### src/rtl/ccff_loader_pkg.sv
// rtl/ccff_loader_pkg.sv - shared state encoding and default sizes for the config chain loader.
package ccff_loader_pkg;

  localparam int WORD_W_DEF    = 32;
  localparam int CHAIN_LEN_DEF = 1024;

  typedef enum logic [1:0] {
    IDLE  = 2'd0,
    FETCH = 2'd1,
    SHIFT = 2'd2,
    DONE  = 2'd3
  } ccff_state_e;

endpackage

### src/rtl/ccff_chain_loader_if.sv
// rtl/ccff_chain_loader_if.sv - bitstream word stream into the chain loader.
interface ccff_chain_loader_if
  import ccff_loader_pkg::*;
#(
  parameter int WORD_W = WORD_W_DEF
) ();

  logic [WORD_W-1:0] word_data;
  logic              word_valid;
  logic              word_ready;

  modport master (output word_data, output word_valid, input word_ready);
  modport slave  (input word_data, input word_valid, output word_ready);

endinterface

### src/rtl/ccff_chain_loader_piso.sv
// rtl/ccff_chain_loader_piso.sv - word-wide parallel-in serial-out register, MSB first.
module ccff_piso
  import ccff_loader_pkg::*;
#(
  parameter int WORD_W = WORD_W_DEF,
  parameter int RW     = $clog2(WORD_W + 1)
) (
  input  logic              clk,
  input  logic              rst,
  input  logic              load,
  input  logic              shift,
  input  logic [WORD_W-1:0] load_data,
  input  logic [RW-1:0]     load_bits,
  output logic              msb,
  output logic              empty,
  output logic [RW-1:0]     rem
);

  logic [WORD_W-1:0] sr_q, sr_d;
  logic [RW-1:0]     rem_q, rem_d;

  always_comb begin
    sr_d  = sr_q;
    rem_d = rem_q;
    if (load) begin
      sr_d  = load_data;
      rem_d = load_bits;
    end else if (shift && (rem_q != '0)) begin
      sr_d  = sr_q << 1;
      rem_d = rem_q - RW'(1);
    end
  end

  always_ff @(posedge clk) begin
    if (rst) begin
      sr_q  <= '0;
      rem_q <= '0;
    end else begin
      sr_q  <= sr_d;
      rem_q <= rem_d;
    end
  end

  assign msb   = sr_q[WORD_W-1];
  assign empty = (rem_q == '0);
  assign rem   = rem_q;

endmodule

### src/rtl/ccff_chain_loader.sv
// rtl/ccff_chain_loader.sv - serializes bitstream words into the config chain head, with optional tail verify.
module ccff_chain_loader
  import ccff_loader_pkg::*;
#(
  parameter int WORD_W    = WORD_W_DEF,
  parameter int CHAIN_LEN = CHAIN_LEN_DEF,
  parameter int CNT_W     = $clog2(CHAIN_LEN + 1)
) (
  input  logic                prog_clk,
  input  logic                pReset,
  input  logic                start,
  input  logic                verify,
  ccff_chain_loader_if.slave  word_if,
  output logic                ccff_head,
  input  logic                ccff_tail,
  output logic                chain_shift_en,
  output logic                busy,
  output logic                done,
  output logic                mismatch,
  output logic [CNT_W-1:0]    mismatch_cnt
);

  localparam int RW = $clog2(WORD_W + 1);

  ccff_state_e      state_q, state_d;
  logic             mode_q, mode_d;
  logic [CNT_W-1:0] bit_cnt_q, bit_cnt_d;
  logic             mismatch_q, mismatch_d;
  logic [CNT_W-1:0] mm_cnt_q, mm_cnt_d;

  logic             piso_msb, piso_empty, xfer;
  logic [RW-1:0]    piso_rem, word_bits;
  logic [31:0]      bits_left;

  // The last word of the chain may be partial: only its top bits are loaded as valid.
  assign bits_left = 32'(CHAIN_LEN) - 32'(bit_cnt_q);
  assign word_bits = (bits_left >= 32'(WORD_W)) ? RW'(WORD_W) : RW'(bits_left);

  assign word_if.word_ready = (state_q == FETCH);
  assign xfer               = word_if.word_valid && word_if.word_ready;
  assign chain_shift_en     = (state_q == SHIFT) && !piso_empty;
  assign ccff_head          = chain_shift_en && piso_msb;
  assign busy               = (state_q == FETCH) || (state_q == SHIFT);
  assign done               = (state_q == DONE);
  assign mismatch           = mismatch_q;
  assign mismatch_cnt       = mm_cnt_q;

  ccff_piso #(.WORD_W(WORD_W), .RW(RW)) u_piso (
    .clk       (prog_clk),
    .rst       (pReset),
    .load      (xfer),
    .shift     (chain_shift_en),
    .load_data (word_if.word_data),
    .load_bits (word_bits),
    .msb       (piso_msb),
    .empty     (piso_empty),
    .rem       (piso_rem)
  );

  always_comb begin
    state_d    = state_q;
    mode_d     = mode_q;
    bit_cnt_d  = bit_cnt_q;
    mismatch_d = mismatch_q;
    mm_cnt_d   = mm_cnt_q;
    case (state_q)
      IDLE, DONE: begin
        if (start) begin
          state_d   = FETCH;
          mode_d    = verify;
          bit_cnt_d = '0;
          if (verify) begin
            mismatch_d = 1'b0;
            mm_cnt_d   = '0;
          end
        end
      end
      FETCH: begin
        if (word_if.word_valid) state_d = SHIFT;
      end
      SHIFT: begin
        if (chain_shift_en) begin
          bit_cnt_d = bit_cnt_q + CNT_W'(1);
          // The tail emits the bit written at this position during the previous pass.
          if (mode_q && (ccff_tail != piso_msb)) begin
            mismatch_d = 1'b1;
            if (mm_cnt_q != {CNT_W{1'b1}}) mm_cnt_d = mm_cnt_q + CNT_W'(1);
          end
          if (piso_rem == RW'(1)) begin
            state_d = ((32'(bit_cnt_q) + 32'd1) == 32'(CHAIN_LEN)) ? DONE : FETCH;
          end
        end
      end
      default: state_d = IDLE;
    endcase
  end

  always_ff @(posedge prog_clk) begin
    if (pReset) begin
      state_q    <= IDLE;
      mode_q     <= 1'b0;
      bit_cnt_q  <= '0;
      mismatch_q <= 1'b0;
      mm_cnt_q   <= '0;
    end else begin
      state_q    <= state_d;
      mode_q     <= mode_d;
      bit_cnt_q  <= bit_cnt_d;
      mismatch_q <= mismatch_d;
      mm_cnt_q   <= mm_cnt_d;
    end
  end

endmodule

### src/flat_wrapper.sv
// flat-port wrapper written by rule: the top's interface ports become plain ports
module ccff_chain_loader_flat import ccff_loader_pkg::*;
#(
  parameter int WORD_W    = WORD_W_DEF,
  parameter int CHAIN_LEN = CHAIN_LEN_DEF,
  parameter int CNT_W     = $clog2(CHAIN_LEN + 1)
)
  (prog_clk, pReset, start, verify, ccff_head, ccff_tail, chain_shift_en, busy, done, mismatch, mismatch_cnt, word_if_word_data, word_if_word_valid, word_if_word_ready);
  ccff_chain_loader_if #(.WORD_W(WORD_W)) word_if_i ();
  input  logic prog_clk;
  input  logic pReset;
  input  logic start;
  input  logic verify;
  output logic ccff_head;
  input  logic ccff_tail;
  output logic chain_shift_en;
  output logic busy;
  output logic done;
  output logic mismatch;
  output logic [CNT_W-1:0] mismatch_cnt;
  input wire logic [$bits(word_if_i.word_data)-1:0] word_if_word_data;
  input wire logic [$bits(word_if_i.word_valid)-1:0] word_if_word_valid;
  output wire logic [$bits(word_if_i.word_ready)-1:0] word_if_word_ready;
  assign word_if_i.word_data = word_if_word_data;
  assign word_if_i.word_valid = word_if_word_valid;
  assign word_if_word_ready = word_if_i.word_ready;
  ccff_chain_loader #(.WORD_W(WORD_W), .CHAIN_LEN(CHAIN_LEN), .CNT_W(CNT_W)) u_core (.prog_clk(prog_clk), .pReset(pReset), .start(start), .verify(verify), .word_if(word_if_i), .ccff_head(ccff_head), .ccff_tail(ccff_tail), .chain_shift_en(chain_shift_en), .busy(busy), .done(done), .mismatch(mismatch), .mismatch_cnt(mismatch_cnt));
endmodule
### config.mk
export PLATFORM = sky130hd
export DESIGN_NAME = ccff_chain_loader_flat
export DESIGN_NICKNAME = d
export VERILOG_FILES = /design/src/rtl/ccff_loader_pkg.sv /design/src/rtl/ccff_chain_loader_if.sv /design/src/rtl/ccff_chain_loader_piso.sv /design/src/rtl/ccff_chain_loader.sv /design/src/flat_wrapper.sv
export SDC_FILE = /design/constraint.sdc
export NUM_CORES = 1
export LEC_CHECK = 0
export ABC_AREA = 1
export BUFFER_PORTS_ARGS = -buffer_cell sky130_fd_sc_hd__buf_2
export CAP_MARGIN = 20
export CORE_ASPECT_RATIO = 1.4
export CORE_MARGIN = 2
export CORE_UTILIZATION = 60
export CTS_CLUSTER_SIZE = 8
export DETAILED_ROUTE_END_ITERATION = 10
export HOLD_SLACK_MARGIN = 0.15
export PLACE_DENSITY = 0.88
export SYNTH_ARGS = -nofsm -noshare
export SYNTH_HDL_FRONTEND = slang
export SYNTH_SLANG_ARGS = --single-unit
### constraint.sdc
create_clock -name prog_clk -period 3.85 [get_ports prog_clk]
set_clock_uncertainty 0.15 [all_clocks]
set_input_delay 0.1925 -clock prog_clk [delete_from_list [all_inputs] [get_ports prog_clk]]
set_output_delay 0.1925 -clock prog_clk [all_outputs]
set_load 0.01 [all_outputs]
# [After elaboration in Yosys (flattened, before gate mapping)]
# Cells that the tools add are included.
[word_totals] reg_bits=64 inputBits=38 out_inout_bits=17 elab_cells=70
[classes] addsub=5 n_lt_le_gt_ge=1 eq_ne=14 mux=25 n_reduce_logical=18
[ops] op="$mux W11" count=7
[ops] op="$mux W32" count=2
[ops] op="$pmux W11 S2" count=2
[ops] op="$eq A32 B11 Y1 const B" count=1
[ops] op="$ge A32 B6 Y1 const B" count=1
[ops] op="$add A11 B1 Y11 const B" count=2
[ops] op="$mux W6" count=3
[ops] op="$add A11 B1 Y12 const B" count=1
[ops] op="$ne A2 B2 Y1 const B" count=6
[ops] op="$sub A11 B11 Y12 const A" count=1
[ops] op="$ne A11 B11 Y1 const B" count=1
[ops] op="$mux W2" count=5
[ops] op="$eq A6 B1 Y1 const B" count=1
[ops] op="$logic_not A6 Y1" count=1
[ops] op="$pmux W2 S3" count=1
[ops] op="$reduce_and A6 Y1" count=1
[ops] op="$reduce_bool A6 Y1" count=1
[ops] op="$sub A6 B1 Y6 const B" count=1
[ops] op="$logic_and A1 B1 Y1" count=5
[ops] op="$reduce_and A5 Y1" count=1
[ops] op="$eq A2 B2 Y1 const B" count=2
[ops] op="$mux W1" count=4
[ops] op="$reduce_and A4 Y1" count=1
[ops] op="$reduce_bool A2 Y1" count=2
[ops] op="other kinds (10)" count=10

# [Longest topological paths before layout]
[depth] depth_word=6 ltp_mapped=13 ltp_nobuf=13

# [Cells and area by module]
# Synthesis repeated with hierarchy kept, for this count alone.
[hier_totals] cells_unflattened=520 area_unflattened_um2=3797.4
[by_module_without_submodules] module="ccff_piso" n_inst=1 cells_each=252 area_per_inst_um2=1986.9
[by_module_without_submodules] module="ccff_chain_loader" n_inst=1 cells_each=268 area_per_inst_um2=1810.5

# [Least setup slack after synthesis]
# No wires, ideal clock.
[synth_timing] path_kind="register to register" start="register u_core.state_q[0]" end="register u_core.mm_cnt_q[4], in the netlist u_core.mismatch_cnt[4]" setup_ns=0.116 arrival_time_ns=1.705 t_required_ns=3.584 slack_ns=1.879 path_stages_with_launch=13 n_path_buf=0 synth_period_minus_slack_ns=1.971 path_cell_list="dfxtp_1 -> inv_1 -> ha_1 -> inv_2 -> nand2_1 -> nand2_1 -> nand2_1 -> nor2_4 -> inv_2 -> nor2_4 -> nand3_1 -> o21ai_0 -> nor2_1"
[synth_between] elab_chain_len=4 word_cells_on_any_way=13
[synth_lines] item="start: declaration" line="ccff_chain_loader.sv:25" source="ccff_state_e state_q, state_d;"
[synth_lines] item="start signal: assignment" line="ccff_chain_loader.sv:106" source="state_q <= state_d;"
[synth_lines] item="$eq A2 B2 Y1, or another cell as far along" line="ccff_chain_loader.sv:66" source="case (state_q)"
[synth_lines] item="$reduce_or A2 Y1 / $logic_and A1 B1 Y1 (equally long branches)" line="ccff_chain_loader.sv:66, ccff_chain_loader.sv:41"
[synth_lines] item="$ne A2 B2 Y1 (no source line), or another cell as far along"
[synth_lines] item="$reduce_and A6 Y1 (no source line)"
[synth_lines] item="end signal: assignment" line="ccff_chain_loader.sv:110" source="mm_cnt_q <= mm_cnt_d;"
[synth_lines] item="end: declaration" line="ccff_chain_loader.sv:29" source="logic [CNT_W-1:0] mm_cnt_q, mm_cnt_d;"
# Several ways; a longest one is shown, not always the timed one.
# A chain may end at the register's enable or synchronous reset.

# [Final worst setup path]
[layout_timing] start="register u_core.state_q[1]" end="register u_core.u_piso.sr_q[31]"
[layout_between] elab_chain_len=4 word_cells_on_any_way=7
[layout_lines] item="$eq A2 B2 Y1" line="ccff_chain_loader.sv:41" source="assign chain_shift_en = (state_q == SHIFT) && !piso_empty;"
[layout_lines] item="$logic_and A1 B1 Y1" line="ccff_chain_loader.sv:41"
[layout_lines] item="$logic_and A1 B1 Y1" line="ccff_chain_loader_piso.sv:28" source="end else if (shift && (rem_q != '0)) begin"
[layout_lines] item="$reduce_bool A2 Y1 (no source line)"
[layout_lines] item="end signal: assignment" line="ccff_chain_loader_piso.sv:39" source="sr_q <= sr_d;"
[layout_lines] item="end: declaration" line="ccff_chain_loader_piso.sv:19" source="logic [WORD_W-1:0] sr_q, sr_d;"
# Several ways; a longest one is shown, not always the timed one.

==> results <==
- The run finished with clean final reports.
- A synthesized cell averages 7.39 um2.
- After synthesis the netlist holds a flip-flop and latch count of 64.
- Summing over every cut layer, the via total after detailed routing is 3,549.
- The gate count of the mapped netlist is 465.
- During synthesis, Yosys emitted a total of 0 warnings.
- TritonCTS built the clock tree.
- Sorting the synthesized cells by area gives the leading types as sky130_fd_sc_hd__dfxtp_1 37%, sky130_fd_sc_hd__nand2_1 9.2%, sky130_fd_sc_hd__inv_1 6.6%.
- The critical path is of the register to register type.
- The peak ir drop on the vdd network is 0.000312 V.
- The count of input and output buffers is 54.
- The synthesized area is 3440 um2.
- No sink is reached through more buffers than the 2 on the longest clock path.
- The number of hold-slack violations in the final timing report is 0.
- The end of the worst register-to-register path is u_core.u_piso.sr_q[31].
- The detailed placer's ending HPWL is 5440 um.
- The startpoint of the most critical setup path is u_core.state_q[1].
- The initial antenna violation count is 0.
- Dividing the final minimum period by the clock period gives 71.1%.
- The number of logic stages on the critical path including buffering is 9.
- The cell count of the worst reg-to-reg path is 9.
- The worst hold path passes through 4 cells.
- The slack of the worst reg-to-reg path is 1.11 ns.
- The initial cell density of the core is 62.2%.
- The number of standard cells in the final layout excluding fillers is 621.
- STA classifies the critical path startpoint as a register.
- Entering global routing, the biggest net connects 39 pins.
- The number of different library cells in the post-synthesis netlist is 45.
- The floorplan has 32 rows.
- After the first detailed-routing iteration, the DRC count stood at 336.
- Summed over all layers, the routed wires come to 9280 um.
- The tree is rooted in a sky130_fd_sc_hd__clkbuf_8.
- The kind of cell with the highest combined delay on the critical path is buffers and inverters.
- The remaining number of nets flagged by the antenna check after routing is 0.
- The critical path goes through inv_1 -> ha_1 -> nand2_1 -> buf_4 -> inv_1 -> nor2_4 -> inv_1 -> o221ai_1 -> a21oi_1.
- The transition at the pin with the smallest max-transition slack is 1.01 ns.
- The number of antenna cells inserted is 0.
- The path class of the tightest hold or removal check is input port to register.
- The number of iterations in the first detailed-routing pass is 6.
- The most repeated library cell on the critical path is sky130_fd_sc_hd__inv_1.
- The via count of the first global-routing pass is 3,409.
- The total core area is 5530 um2.
- The floorplan die width is 68.0 um.
- At the end of routability-driven placement, the weighted congestion stood at 0.828.
- The clock reaches the later pin of the worst-skew pair after 0.36 ns.
- In the routed layout, each cell is associated on average with a via count of 5.71.
- By count the netlist is led by 84 x sky130_fd_sc_hd__nand2_1, 64 x sky130_fd_sc_hd__dfxtp_1, 60 x sky130_fd_sc_hd__inv_1, 44 x sky130_fd_sc_hd__o21ai_0, 39 x sky130_fd_sc_hd__nor2_1.
- The share of cells above drive strength 1 is 16.8%.
- The synthesized design devotes to its leading area cell type 37.3% of total area.
- The stage delay of the slowest cell on the critical path is 0.59 ns.
- In the final routed layout, each cell accounts on average for 15.0 um.
- Buffers added to address setup during post-CTS repair amount to 0.
- Yosys mapped a number of flops with a built-in enable equal to 0.
- The total overflow left after global routing is 0.
- Based on the critical path, the design can be clocked at up to 0.365 GHz.
- The total I/O pin count is 55.
- The wire length of the first global-routing pass is 15,100 um.
- For this run, the leading register cell type out of synthesis is sky130_fd_sc_hd__dfxtp_1.
- The element type at the critical path end is a register.
- The clock slew seen by the registers of the worst setup and hold paths is 0.08 ns.
- For the finished layout, the period the worst path requires is 2.74 ns.
- For this design the ratio of total power to cell area is 458 nW/um2.
- The total buffers and inverters traversed by the critical path is 4.
- The largest individual stage delay along the critical path comes from the cell sky130_fd_sc_hd__nor2_4.
- The cell type with the highest aggregate area in the netlist is sky130_fd_sc_hd__dfxtp_1.
- Measured along the y axis, the die boundary spans 93.5 um.
- For this run, the register share of the synthesized area comes to 37.3%.
- Counting every net in the synthesized netlist gives 515.
- After synthesis, the share of flip-flops with an asynchronous set or reset is 0%.
- The design draws 1.96 mW.
- The H-tree level count is 3.
- In this run the critical register-to-register path is launched from u_core.state_q[1].
- In the final design database the tool counted 598 nets.
- The count of final setup violators is 0.
- The dominant cell by count in the synthesized netlist is sky130_fd_sc_hd__nand2_1.
- The count of clock tree sinks is 64.
- In this run the worst setup path terminates at u_core.u_piso.sr_q[31].
- The arrival time reported for the critical path endpoint is 2.82 ns.
- Setup repair after global routing left no endpoint under its margin.
- In this run the most critical hold path is launched from start.
- Relative to the synthesized area, the layout overhead comes to 24.1%.
- In this run the static leakage power is 1.80 nW.
- STA puts the critical path data required time at 3.94 ns.
- The largest fanout on the critical path is 37.
- The die footprint is 6360 um2.
- The number of remaining DRC errors is 0.
- Setup total negative slack on the finished layout was measured at 0 ns.
- The global router's overall resource usage is 31.5%.
- Headroom to the max-slew limit came out at 32.5%.
- The number of placed cells counting well taps is 568.
- The number of max-cap violations is 0.
- The count of final max-slew check failures is 0.
- The number of buffers created by CTS is 9.
state kept, by name, indices dropped and copies added (netlist names):
register	flops
u_core.mismatch	1
u_core.mode_q	1
u_core.state_q	2
u_core.u_piso.sr_q	32
u_core.bit_cnt_q	11
u_core.mismatch_cnt	11
u_core.u_piso.rem	6
worst min-delay path, cell delays in order:
cell and delay (ns):
sky130_fd_sc_hd__buf_2 0.12, sky130_fd_sc_hd__nand2_1 0.09, sky130_fd_sc_hd__a21oi_2 0.10, sky130_fd_sc_hd__a21oi_1 0.14
cell type report:
class	count	area (um2)
clock inverter	4	51.3
clock buffer	12	165
tap	68	85.1
fill	361	1260
sequential	64	1280
inverter	66	253
timing repair buffer	92	648
multi-input combinational	315	1780
through the flow:
stage | util [%] | setup slack (ns) | instance area [um2] | hold WS [ns]
CTS | 77.2 | 1.20 | 4270 | 0.177
global route | 77.2 | 0.892 | 4270 | 0.248
global placement | 66.6 | 1.30 | 3680 | 0.294
finish | 77.2 | 1.11 | 4270 | 0.195
floorplan | - | 1.88 | 3440 | 0.211
detailed placement | 66.6 | 1.20 | 3680 | 0.301
kinds of logic after synthesis:
| logic type | count (synthesis) | share of synthesized area [%] |
|---|---|---|
| DFF | 64 | 37.3 |
| and+or+nand+nor | 174 | 22.8 |
| buffers and inverters | 86 | 10.9 |
| xor gates and xnor gates | 7 | 1.78 |
| AOI/OAI and AO/OA | 122 | 22.9 |
| adders and majority gates | 12 | 4.37 |
timing repair:
action,CTS,global route
hold buffers,37,0
hold endpoints to repair,44,0
gates resized for setup,0,0
worst min-delay path by stage:
stage / endpoint / slack, ns
after floorplan: u_core.u_piso.sr_q[27] / 0.21
after global placement: u_core.mismatch / 0.29
after detailed placement: u_core.mismatch / 0.30
after CTS: u_core.bit_cnt_q[2] / 0.18
after global routing: u_core.bit_cnt_q[2] / 0.25
final: u_core.bit_cnt_q[2] / 0.20
cells in the final DEF, fill, tap and decap left out, types with 3 or more instances in the layout:
master and count:
sky130_fd_sc_hd__nand2_1 84, sky130_fd_sc_hd__dfxtp_1 64, sky130_fd_sc_hd__inv_1 60, sky130_fd_sc_hd__buf_2 54
sky130_fd_sc_hd__o21ai_0 44, sky130_fd_sc_hd__nor2_1 39, sky130_fd_sc_hd__dlygate4sd3_1 37, sky130_fd_sc_hd__a21oi_1 31
sky130_fd_sc_hd__nand3_1 21, sky130_fd_sc_hd__a221oi_1 20, sky130_fd_sc_hd__ha_1 12, sky130_fd_sc_hd__clkbuf_8 12
sky130_fd_sc_hd__nor3_1 11, sky130_fd_sc_hd__nand4_1 6, sky130_fd_sc_hd__xor2_1 6, sky130_fd_sc_hd__inv_2 5
sky130_fd_sc_hd__o221ai_1 5, sky130_fd_sc_hd__a211oi_1 4, sky130_fd_sc_hd__nor2_2 3, sky130_fd_sc_hd__nor2_4 3
routing by layer:
layer  vias up  track usage, %  wire [um]
met1      1645            34.5       3720
li1       1734               -          -
met3        24            6.74        525
met5         -               0          0
met4         0            15.0        240
met2       146            55.6       4790
power by group:
group / internal [mW] / switching, mW
combinational: 0.197 / 0.320
sequential: 0.751 / 0.0603
clock: 0.352 / 0.276
(Power assumes the default switching activity.)
